<file path="config.mk">
export PLATFORM = sky130hd
export DESIGN_NAME = uart_core
export DESIGN_NICKNAME = d
export VERILOG_FILES = /design/src/rtl/uart_core.sv
export SDC_FILE = /design/constraint.sdc
export NUM_CORES = 1
export LEC_CHECK = 0
export ABC_CLOCK_PERIOD_IN_PS = 1700
export CAP_MARGIN = 0
export CORE_ASPECT_RATIO = 0.7
export CORE_MARGIN = 1
export CORE_UTILIZATION = 30
export CTS_CLUSTER_SIZE = 20
export DETAILED_ROUTE_END_ITERATION = 12
export PLACE_DENSITY = 0.57
export SYNTH_ARGS = -nofsm -noshare
export SYNTH_HDL_FRONTEND = slang
export SYNTH_SLANG_ARGS = --single-unit
</file>
<file path="constraint.sdc">
create_clock -name clock -period 1.7 [get_ports clock]
set_input_delay 0.255 -clock clock [delete_from_list [all_inputs] [get_ports clock]]
set_output_delay 0.255 -clock clock [all_outputs]
set_load 0.02 [all_outputs]
</file>
<file path="src/rtl/uart_core.sv">
// uart_core: full-duplex UART with a valid/ready byte stream on each side.
// The transmitter serialises start, data (LSB first), optional parity and stop bits.
// The receiver synchronises the line, qualifies the start bit at its centre,
// samples every bit centre, and presents each character with error flags.

module uart_core #(
  parameter int CLOCK_SPEED = 27000000,
  parameter int BAUD_RATE   = 115200,
  parameter int DATA_BITS   = 8,
  parameter int PARITY      = 0,
  parameter int STOP_BITS   = 1
) (
  input  logic                 clock,
  input  logic                 reset_n,
  input  logic                 uart_rx,
  output logic                 uart_tx,
  input  logic [DATA_BITS-1:0] tx_data,
  input  logic                 tx_valid,
  output logic                 tx_ready,
  output logic [DATA_BITS-1:0] rx_data,
  output logic                 rx_valid,
  input  logic                 rx_ready,
  output logic                 rx_parity_err,
  output logic                 rx_frame_err,
  output logic                 rx_overrun
);

  localparam int CLKS_PER_BIT = CLOCK_SPEED / BAUD_RATE;
  // Counter wide enough for 0..CLKS_PER_BIT-1; the floor of 2 only matters for
  // illegal settings, which are rejected below anyway.
  localparam int CNT_W = (CLKS_PER_BIT < 4) ? 2 : $clog2(CLKS_PER_BIT);
  localparam int BIT_W = 4;

  localparam logic [CNT_W-1:0] CNT_LAST  = CNT_W'(CLKS_PER_BIT - 1);
  localparam logic [CNT_W-1:0] CNT_HALF  = CNT_W'(CLKS_PER_BIT / 2 - 1);
  localparam logic [BIT_W-1:0] DATA_LAST = BIT_W'(DATA_BITS - 1);
  localparam logic [BIT_W-1:0] STOP_LAST = BIT_W'(STOP_BITS - 1);

  // Transmitter states
  localparam logic [2:0] TX_IDLE   = 3'd0;
  localparam logic [2:0] TX_START  = 3'd1;
  localparam logic [2:0] TX_DATA   = 3'd2;
  localparam logic [2:0] TX_PARITY = 3'd3;
  localparam logic [2:0] TX_STOP   = 3'd4;

  // Receiver states
  localparam logic [2:0] RX_IDLE      = 3'd0;
  localparam logic [2:0] RX_START     = 3'd1;
  localparam logic [2:0] RX_DATA      = 3'd2;
  localparam logic [2:0] RX_PARITY    = 3'd3;
  localparam logic [2:0] RX_STOP      = 3'd4;
  localparam logic [2:0] RX_WAIT_HIGH = 3'd5;

  // Reject configurations the timing and framing logic cannot honour.
  generate
    if (CLKS_PER_BIT < 4) begin : g_bad_clks
      $error("uart_core: CLOCK_SPEED / BAUD_RATE must be at least 4");
    end
    if (DATA_BITS < 5 || DATA_BITS > 9) begin : g_bad_data_bits
      $error("uart_core: DATA_BITS must be in 5..9");
    end
    if (PARITY < 0 || PARITY > 2) begin : g_bad_parity
      $error("uart_core: PARITY must be 0, 1 or 2");
    end
    if (STOP_BITS < 1 || STOP_BITS > 2) begin : g_bad_stop_bits
      $error("uart_core: STOP_BITS must be 1 or 2");
    end
  endgenerate

  // ---------------------------------------------------------------------------
  // Transmitter
  // ---------------------------------------------------------------------------
  logic [2:0]           tx_state_q, tx_state_d;
  logic [CNT_W-1:0]     tx_cnt_q, tx_cnt_d;
  logic [BIT_W-1:0]     tx_bit_q, tx_bit_d;
  logic [DATA_BITS-1:0] tx_shift_q, tx_shift_d;
  logic                 tx_par_q, tx_par_d;
  logic                 tx_line_q, tx_line_d;
  logic                 tx_bit_end;
  logic                 tx_par_calc;

  assign tx_ready    = (tx_state_q == TX_IDLE);
  assign uart_tx     = tx_line_q;
  assign tx_bit_end  = (tx_cnt_q == CNT_LAST);
  assign tx_par_calc = (PARITY == 1) ? ~^tx_data : ^tx_data;

  // Next-state logic: each line bit value is registered on entry to that bit.
  always_comb begin
    tx_state_d = tx_state_q;
    tx_cnt_d   = tx_cnt_q;
    tx_bit_d   = tx_bit_q;
    tx_shift_d = tx_shift_q;
    tx_par_d   = tx_par_q;
    tx_line_d  = tx_line_q;

    if (tx_state_q != TX_IDLE) begin
      tx_cnt_d = tx_bit_end ? '0 : tx_cnt_q + 1'b1;
    end

    case (tx_state_q)
      TX_IDLE: begin
        tx_line_d = 1'b1;
        if (tx_valid) begin
          tx_shift_d = tx_data;
          tx_par_d   = tx_par_calc;
          tx_cnt_d   = '0;
          tx_bit_d   = '0;
          tx_line_d  = 1'b0;
          tx_state_d = TX_START;
        end
      end
      TX_START: begin
        if (tx_bit_end) begin
          tx_line_d  = tx_shift_q[0];
          tx_state_d = TX_DATA;
        end
      end
      TX_DATA: begin
        if (tx_bit_end) begin
          tx_shift_d = tx_shift_q >> 1;
          if (tx_bit_q == DATA_LAST) begin
            tx_bit_d = '0;
            if (PARITY != 0) begin
              tx_line_d  = tx_par_q;
              tx_state_d = TX_PARITY;
            end else begin
              tx_line_d  = 1'b1;
              tx_state_d = TX_STOP;
            end
          end else begin
            tx_bit_d  = tx_bit_q + 1'b1;
            tx_line_d = tx_shift_q[1];
          end
        end
      end
      TX_PARITY: begin
        if (tx_bit_end) begin
          tx_bit_d   = '0;
          tx_line_d  = 1'b1;
          tx_state_d = TX_STOP;
        end
      end
      TX_STOP: begin
        if (tx_bit_end) begin
          if (tx_bit_q == STOP_LAST) begin
            tx_bit_d   = '0;
            tx_state_d = TX_IDLE;
          end else begin
            tx_bit_d = tx_bit_q + 1'b1;
          end
        end
      end
      default: begin
        tx_line_d  = 1'b1;
        tx_state_d = TX_IDLE;
      end
    endcase
  end

  // Transmitter registers; reset forces the line idle-high at once.
  always_ff @(posedge clock or negedge reset_n) begin
    if (!reset_n) begin
      tx_state_q <= TX_IDLE;
      tx_cnt_q   <= '0;
      tx_bit_q   <= '0;
      tx_shift_q <= '0;
      tx_par_q   <= 1'b0;
      tx_line_q  <= 1'b1;
    end else begin
      tx_state_q <= tx_state_d;
      tx_cnt_q   <= tx_cnt_d;
      tx_bit_q   <= tx_bit_d;
      tx_shift_q <= tx_shift_d;
      tx_par_q   <= tx_par_d;
      tx_line_q  <= tx_line_d;
    end
  end

  // ---------------------------------------------------------------------------
  // Receiver
  // ---------------------------------------------------------------------------
  logic [1:0]           rx_sync_q, rx_sync_d;
  logic                 rxs;
  logic [2:0]           rx_state_q, rx_state_d;
  logic [CNT_W-1:0]     rx_cnt_q, rx_cnt_d;
  logic [BIT_W-1:0]     rx_bit_q, rx_bit_d;
  logic [DATA_BITS-1:0] rx_shift_q, rx_shift_d;
  logic                 rx_fperr_q, rx_fperr_d;
  logic                 rx_fferr_q, rx_fferr_d;
  logic                 rx_load_q, rx_load_d;
  logic                 rx_bit_end;
  logic                 rx_par_exp;

  assign rx_sync_d  = {rx_sync_q[0], uart_rx};
  assign rxs        = rx_sync_q[1];
  assign rx_bit_end = (rx_cnt_q == CNT_LAST);
  assign rx_par_exp = (PARITY == 1) ? ~^rx_shift_q : ^rx_shift_q;

  // Frame decoder: qualify the start bit at mid-bit, then sample every bit centre.
  always_comb begin
    rx_state_d = rx_state_q;
    rx_cnt_d   = rx_cnt_q;
    rx_bit_d   = rx_bit_q;
    rx_shift_d = rx_shift_q;
    rx_fperr_d = rx_fperr_q;
    rx_fferr_d = rx_fferr_q;
    rx_load_d  = 1'b0;

    case (rx_state_q)
      RX_IDLE: begin
        rx_cnt_d = '0;
        if (!rxs) begin
          rx_state_d = RX_START;
        end
      end
      RX_START: begin
        if (rx_cnt_q == CNT_HALF) begin
          rx_cnt_d   = '0;
          rx_bit_d   = '0;
          rx_state_d = rxs ? RX_IDLE : RX_DATA;
        end else begin
          rx_cnt_d = rx_cnt_q + 1'b1;
        end
      end
      RX_DATA: begin
        if (rx_bit_end) begin
          rx_cnt_d   = '0;
          rx_shift_d = {rxs, rx_shift_q[DATA_BITS-1:1]};
          if (rx_bit_q == DATA_LAST) begin
            rx_bit_d   = '0;
            rx_state_d = (PARITY != 0) ? RX_PARITY : RX_STOP;
          end else begin
            rx_bit_d = rx_bit_q + 1'b1;
          end
        end else begin
          rx_cnt_d = rx_cnt_q + 1'b1;
        end
      end
      RX_PARITY: begin
        if (rx_bit_end) begin
          rx_cnt_d   = '0;
          rx_fperr_d = rxs ^ rx_par_exp;
          rx_state_d = RX_STOP;
        end else begin
          rx_cnt_d = rx_cnt_q + 1'b1;
        end
      end
      RX_STOP: begin
        if (rx_bit_end) begin
          rx_cnt_d   = '0;
          rx_fferr_d = ~rxs;
          rx_load_d  = 1'b1;
          rx_state_d = rxs ? RX_IDLE : RX_WAIT_HIGH;
        end else begin
          rx_cnt_d = rx_cnt_q + 1'b1;
        end
      end
      RX_WAIT_HIGH: begin
        rx_cnt_d = '0;
        if (rxs) begin
          rx_state_d = RX_IDLE;
        end
      end
      default: begin
        rx_cnt_d   = '0;
        rx_state_d = RX_IDLE;
      end
    endcase
  end

  // Synchroniser and frame decoder registers; the synchroniser resets to idle-high.
  always_ff @(posedge clock or negedge reset_n) begin
    if (!reset_n) begin
      rx_sync_q  <= 2'b11;
      rx_state_q <= RX_IDLE;
      rx_cnt_q   <= '0;
      rx_bit_q   <= '0;
      rx_shift_q <= '0;
      rx_fperr_q <= 1'b0;
      rx_fferr_q <= 1'b0;
      rx_load_q  <= 1'b0;
    end else begin
      rx_sync_q  <= rx_sync_d;
      rx_state_q <= rx_state_d;
      rx_cnt_q   <= rx_cnt_d;
      rx_bit_q   <= rx_bit_d;
      rx_shift_q <= rx_shift_d;
      rx_fperr_q <= rx_fperr_d;
      rx_fferr_q <= rx_fferr_d;
      rx_load_q  <= rx_load_d;
    end
  end

  // ---------------------------------------------------------------------------
  // Receive output register
  // ---------------------------------------------------------------------------
  logic [DATA_BITS-1:0] rx_data_q, rx_data_d;
  logic                 rx_valid_q, rx_valid_d;
  logic                 rx_perr_q, rx_perr_d;
  logic                 rx_ferr_q, rx_ferr_d;
  logic                 rx_ovr_q, rx_ovr_d;
  logic                 rx_take;

  assign rx_take       = rx_valid_q & rx_ready;
  assign rx_data       = rx_data_q;
  assign rx_valid      = rx_valid_q;
  assign rx_parity_err = rx_perr_q;
  assign rx_frame_err  = rx_ferr_q;
  assign rx_overrun    = rx_ovr_q;

  // Load a finished frame if the slot is free or being emptied, otherwise flag overrun.
  always_comb begin
    rx_data_d  = rx_data_q;
    rx_valid_d = rx_valid_q;
    rx_perr_d  = rx_perr_q;
    rx_ferr_d  = rx_ferr_q;
    rx_ovr_d   = rx_ovr_q;

    if (rx_load_q) begin
      if (!rx_valid_q || rx_take) begin
        rx_data_d  = rx_shift_q;
        rx_perr_d  = rx_fperr_q;
        rx_ferr_d  = rx_fferr_q;
        rx_valid_d = 1'b1;
        if (rx_take) begin
          rx_ovr_d = 1'b0;
        end
      end else begin
        rx_ovr_d = 1'b1;
      end
    end else if (rx_take) begin
      rx_valid_d = 1'b0;
      rx_ovr_d   = 1'b0;
    end
  end

  // Output holding registers.
  always_ff @(posedge clock or negedge reset_n) begin
    if (!reset_n) begin
      rx_data_q  <= '0;
      rx_valid_q <= 1'b0;
      rx_perr_q  <= 1'b0;
      rx_ferr_q  <= 1'b0;
      rx_ovr_q   <= 1'b0;
    end else begin
      rx_data_q  <= rx_data_d;
      rx_valid_q <= rx_valid_d;
      rx_perr_q  <= rx_perr_d;
      rx_ferr_q  <= rx_ferr_d;
      rx_ovr_q   <= rx_ovr_d;
    end
  end

endmodule

</file>
Word level (Yosys, flattened, before mapping). Index checks and enable logic that the tools add are counted.

Register bits after elaboration: 64. Output and inout port bits: 14. Word-level logic and storage cells: 131.

Add/subtract/negate cells: 4. Eq/ne operators: 29. Muxes and demuxes: 53. Bitwise operators: 4. Reduce and logical (&&, ||, !) cells: 23.

Operators by type and width (count): 2-to-1 mux 8 bit (8); 2-to-1 mux 3 bit (15); 2-to-1 mux 4 bit (9); one-hot mux 8 bit (2 select lines) (2); inequality test 2 bit (second input constant) (14); one-hot mux 3 bit (6 select lines) (1); adder 8 x 1 -> 8 bit (second input constant) (2); equality test 8 bit (second input constant) (2); one-hot mux 4 bit (4 select lines) (1); one-hot mux 3 bit (5 select lines) (1); AND reduction 7 bit (2); 2-to-1 mux 1 bit (13); equality test 3 x 2 -> 1 bit (second input constant) (4); AND reduction 2 bit (5); equality test 3 bit (second input constant) (3); adder 4 x 1 -> 4 bit (second input constant) (2); equality test 4 x 3 -> 1 bit (second input constant) (2); equality test 8 x 7 -> 1 bit (second input constant) (1); one-hot mux 4 bit (2 select lines) (1); XOR reduction 8 bit (1); equality test 3 x 1 -> 1 bit (second input constant) (2); logical NOT 3 bit (2); AND reduction 3 bit (2); nonzero test 2 bit (3); other kinds (14) (15).

Depth between registers and ports, before layout.
Depth in word-level cells: 5. Gate-level depth with buffers: 8. Gate-level depth less buffers: 7.

Worst setup path before layout. OpenSTA, ideal clock, no wires.

Path type: flip-flop to flip-flop. Start point: register rx_cnt_q[0]. End point: register rx_state_q[0]. Library setup time: 128 ps. Data arrival time: 1680 ps. Data required time: 1572 ps. Setup slack: -108 ps. Stages on the path, launching flop included: 8. Cells stage by stage: dfrtp_1 inv_1 ha_1 nand4_1 nor4b_1 o32a_1 buf_2 mux2_1.

Word-level cells in the longest chain between the ends: 3.

Ends and longest elaborated chain: from (decl) (RTL line 185) `logic [CNT_W-1:0] rx_cnt_q, rx_cnt_d;`; from (signal assigned) (RTL line 285) `rx_cnt_q <= rx_cnt_d;`; equality test 8 x 7 -> 1 bit or equality test 8 bit (tied branches) (RTL line 217, 196); inequality test 2 bit (no line); AND reduction 7 bit (no line) (*); to (signal assigned) (RTL line 284) `rx_state_q <= rx_state_d;`; to (decl) (RTL line 184) `logic [2:0] rx_state_q, rx_state_d;`.

Every way passes the cells marked *; elsewhere a longest branch is shown, timed or not. A chain may end at the register's enable or synchronous reset.

Worst setup path in the final report.
Start point: register rx_cnt_q[0]. End point: register rx_state_q[1].

Same word-level chain as after synthesis.

==> tab_implementation.tex <==
\begin{tabular}{lr}
\hline
Metric & Value \\
\hline
\multicolumn{2}{l}{\textbf{Status}} \\
\quad Status & finished with violations \\
\quad Failing checks & negative setup slack \\
\multicolumn{2}{l}{\textbf{Yosys}} \\
\quad Register bit total from synthesis & 64 \\
\quad Number of synthesis warnings & 0 \\
\quad Largest area contributor in the netlist & dfrtp\_1 \\
\quad Async SR Flop Fraction & 100\% \\
\quad Dominant cell by count in the synthesized netlist & dfrtp\_1 \\
\quad Number of unique standard cell types used by synthesis & 50 \\
\quad Syn Nets & 311 \\
\quad Main flop type after synthesis & dfrtp\_1 \\
\quad Sequential share of the synthesized area & 51.6\% \\
\quad Number of synthesized flops with an enable pin & 0 \\
\quad Synthesized area per cell & 10.7 sq um \\
\quad Cells taking the most area after synthesis & dfrtp\_1 (49\%), mux2\_2 (7.2\%), o21ai\_0 (4.2\%) \\
\quad Mapped Area & 0.00311 sq mm \\
\quad Most numerous cell types in the synthesized netlist & dfrtp\_1 (61), o21ai\_0 (26), nand2\_1 (24), mux2\_2 (20), nor2\_1 (19) \\
\quad Area share of the largest cell type after synthesis & 49.0\% \\
\quad Post-Synthesis Cells & 290 \\
\multicolumn{2}{l}{\textbf{Place}} \\
\quad Total of buffers placed on input and output ports & 26 \\
\quad Worst slack at placement & -0.0820 ns \\
\quad Routability congestion estimate from global placement & 0.771 \\
\quad Total half-perimeter wirelength after legalization and detailed placement & roughly 4300 microns \\
\multicolumn{2}{l}{\textbf{GRT}} \\
\quad Via count of the first global-routing pass & 2246 \\
\quad Pin count of the biggest net entering global routing & 65 \\
\quad Antenna violations before repair & 0 \\
\quad Global-route wire length before repair & 10600 microns \\
\quad Remaining global-route overflow & 0 \\
\quad Global router's overall resource usage & 13.1\% \\
\multicolumn{2}{l}{\textbf{Pwr}} \\
\quad Pleak & 1.91 nW \\
\quad Pint & about 3.2 mW \\
\quad Switching portion of total power & 23.5\% \\
\quad Combinational cell fraction of total power & 12.2\% \\
\quad Sequential Power Share & 41.5\% \\
\quad Power density cells & around 970 mW/mm\^{}2 \\
\quad Switching power summed over all nets & about 990 uW \\
\quad Largest voltage drop on the vdd net & 0.486 mV \\
\quad Clock network fraction of total power & 46.3\% \\
\multicolumn{2}{l}{\textbf{Worst setup path}} \\
\quad Top delay family on crit path & simple AND/OR/NAND/NOR gates \\
\quad Endpoint of the lowest-slack register-to-register path & rx\_state\_q[1]\$\_DFFE\_PN0P\_ \\
\quad Number of cells traversed by the worst register-to-register path & 7 \\
\quad Worst reg2reg setup slack & -0.14 ns \\
\quad Worst Path Required & about 1.9 ns \\
\quad Class of the most critical setup path & flop to flop \\
\quad Peak per-stage delay on the critical path & around 0.40 ns \\
\quad Slowest cell on the critical path & dfrtp\_1 \\
\quad Buffers plus inverters on the worst setup path & 1 \\
\quad Critical Path End Type & flop \\
\quad Worst r2r src & rx\_cnt\_q[0]\$\_DFF\_PN0\_ \\
\quad Critical path, cell by cell & inv\_1 -> ha\_1 -> nand4\_1 -> nor4b\_2 -> o32a\_1 -> nand2\_1 -> mux2\_2 \\
\quad Arr. time, crit path & slightly above 2 ns \\
\quad Worst Path Max Fanout & 4 \\
\quad Startpoint types & flop \\
\multicolumn{2}{l}{\textbf{Die}} \\
\quad Area of the core & 0.00987 sq mm \\
\quad I/O pin cnt & 27 \\
\quad Effective utilization at floorplan & 31.5\% \\
\quad Die extent in y & 87.2 microns \\
\quad Die ar. & $\sim$0.011 sq mm \\
\quad Die width & 124 microns \\
\quad Row count & 30 \\
\multicolumn{2}{l}{\textbf{Cells and area}} \\
\quad Final core occ & 44.1\% \\
\quad Number of diodes & 0 \\
\quad Synthesis-to-layout area growth & 39.9\% \\
\quad Number of nets in the layout & 382 \\
\quad Proportion of layout cells with a drive suffix above 1 & 31.4\% \\
\multicolumn{2}{l}{\textbf{STA}} \\
\quad Unrepaired setup endpoints after global routing & true \\
\quad Final WS setup & -0.143 ns \\
\quad Endpoints failing setup & 16 \\
\quad Layout Skew & 0.00818 ns \\
\quad Worst max-slew margin expressed relative to the limit & 75.5\% \\
\quad Least-Margin Pin Slew & around 0.36 ns \\
\quad Achievable frequency & 543 MHz \\
\quad Number of failing hold endpoints at the final stage & 0 \\
\quad Sum of negative setup slack & -0.884 ns \\
\quad Fraction of the cycle the final worst path needs & 108\% \\
\quad Final max-slew violation count & 0 \\
\quad Post-layout min period & 1.84 ns \\
\multicolumn{2}{l}{\textbf{Worst hold path}} \\
\quad Hold path endpoint & rx\_sync\_q[0]\$\_DFF\_PN1\_ \\
\quad Hold path cells & 1 \\
\quad Startpoint of the worst hold path & uart\_rx \\
\quad Class of the most critical hold timing path & input pin to flop \\
\multicolumn{2}{l}{\textbf{Routing}} \\
\quad DR DRC count & 0 \\
\quad Wire length per cell after detailed routing & around 13 microns \\
\quad First DRT Iteration DRCs & 152 \\
\quad Vias after detailed routing & 2355 \\
\quad 1st-pass router iterations & 4 \\
\quad Remaining antenna violation count after routing & 0 \\
\quad Detail-routed via count per cell & 4.77 \\
\quad Total routed wirelength & $\sim$6600 microns \\
\multicolumn{2}{l}{\textbf{Clock tree}} \\
\quad Insertion delay of the later-clocked pin in the worst-skew pair & 0.33 ns \\
\quad Number of H-tree levels & 3 \\
\quad TritonCTS clock tree & done \\
\quad Maximum clock insertion buffer count & 2 \\
\quad CTS buffer count & 9 \\
\quad CTS sink cnt & between 60 and 70 \\
\quad Cell at the root of the clock tree & clkbuf\_16 \\
\quad Clk pin slew, worst setup/hold paths & 0.05 ns \\
\multicolumn{2}{l}{\textbf{Flow run}} \\
\quad Max Cap Violations & 0 \\
\hline
\end{tabular}
## power groups by stage
stage                     combinational, mW  sequential [mW]  clock (mW)
after floorplan                       0.218             1.77           0
final                                 0.516             1.76        1.96
after global placement                0.433             1.76           0
after CTS                             0.451             1.74        2.02
after detailed placement              0.446             1.77           0
after global routing                  0.588             1.77        2.09
## metal layers
metal	vias up	GRT usage, %	routed length, microns	part of all wire [%]
li1	1167	-	-	-
met5	-	0	0	0
met2	39	18.1	2770	42
met3	13	3.80	256	3.9
met4	0	7.56	155	2.4
met1	1136	18.0	3390	52
## state kept, by name, indices dropped and copies added, names as in the netlist, 3 cells and up
signal and count:
rx_bit_q 4, rx_cnt_q 8, rx_data 8, rx_shift_q 8, rx_state_q 3, tx_bit_q 4, tx_cnt_q 8, tx_shift_q 8
tx_state_q 3
## logic make-up after synthesis
family,count (synthesis),share of synthesized area [%]
xor gates and xnor gates,15,4.22
AOI/OAI and AO/OA,56,11.2
muxes,29,10.2
buffers and inverters,20,2.93
and+or+nand+nor,98,16.7
adders and majority gates,8,3.22
DFF,64,51.6
## through the flow
| step | cell area (sq um) | cells | power (mW) | hold WS, ns |
|---|---|---|---|---|
| global route | 4350 | 494 | 4.45 | 0.348 |
| CTS | 4190 | 490 | 4.22 | 0.333 |
| global placement | 3780 | 469 | 2.20 | 0.303 |
| detailed placement | 3780 | 469 | 2.21 | 0.310 |
| finish | 4350 | 494 | 4.24 | 0.347 |
| floorplan | 3140 | 290 | 1.99 | -0.0406 |
## worst register-to-register path, cell delays in order (launching register included)
cell and delay (ns):
dfrtp_1 0.40, inv_1 0.08, ha_1 0.15, nand4_1 0.11, nor4b_2 0.31, o32a_1 0.28
nand2_1 0.12, mux2_2 0.28
## cell usage in the layout, fill, tap and decap left out, types with 3 or more instances in the layout
cell,instances
a21oi_1,5
a21oi_2,3
and3_1,5
buf_4,37
buf_6,3
clkbuf_16,9
clkdlybuf4s50_1,23
clkinv_2,3
dfrtp_1,61
dfstp_2,3
ha_1,6
inv_1,7
mux2_2,12
mux2_4,8
mux2i_1,8
nand2_1,23
nand2b_1,6
nand3_1,11
nand3b_1,4
nor2_1,17
nor2b_1,6
nor3_1,3
o21ai_0,18
o21ai_1,11
or3_4,3
xnor2_1,9
xor2_1,6
## area by class of cell
| type | instances | area [sq um] |
|---|---|---|
| Fill cell | 914 | 5520 |
| Sequential cell | 64 | 1610 |
| Multi-Input combinational cell | 206 | 1600 |
| Timing Repair Buffer | 70 | 626 |
| Clock buffer | 10 | 239 |
| Tap cell | 128 | 160 |
| Clock inverter | 6 | 82.6 |
| Inverter | 10 | 42.5 |
## how the worst max path moves through the flow
| stage | from | endpoint | slack (ns) | depth (start not counted) |
|---|---|---|---|---|
| 3_5_place_dp | rx_cnt_q[0]$_DFF_PN0_ | rx_state_q[1]$_DFFE_PN0P_ | -0.08 | 7 |
| 4_1_cts | rx_cnt_q[0]$_DFF_PN0_ | rx_state_q[1]$_DFFE_PN0P_ | -0.07 | 7 |
| 3_3_place_gp | rx_state_q[0]$_DFFE_PN0P_ | rx_shift_q[4]$_DFFE_PN0P_ | -0.05 | 4 |
| 5_1_grt | rx_cnt_q[0]$_DFF_PN0_ | rx_state_q[1]$_DFFE_PN0P_ | -0.25 | 7 |
| 2_1_floorplan | rx_cnt_q[0]$_DFF_PN0_ | rx_state_q[0]$_DFFE_PN0P_ | -0.01 | 7 |
| 6_report | rx_cnt_q[0]$_DFF_PN0_ | rx_state_q[1]$_DFFE_PN0P_ | -0.14 | 7 |
## timing repair
| action | in CTS | in global routing |
|---|---|---|
| hold endpoints to repair | 61 | 0 |
| hold buffers | 1 | 0 |
| pin swaps | 7 | 6 |
| gates cloned | 1 | 0 |
| resized for setup | 22 | 35 |
| endpoints found under the setup margin | 25 | 46 |
| buffers inserted | 3 | 4 |
No activity file was read; power rests on OpenSTA's default activity.
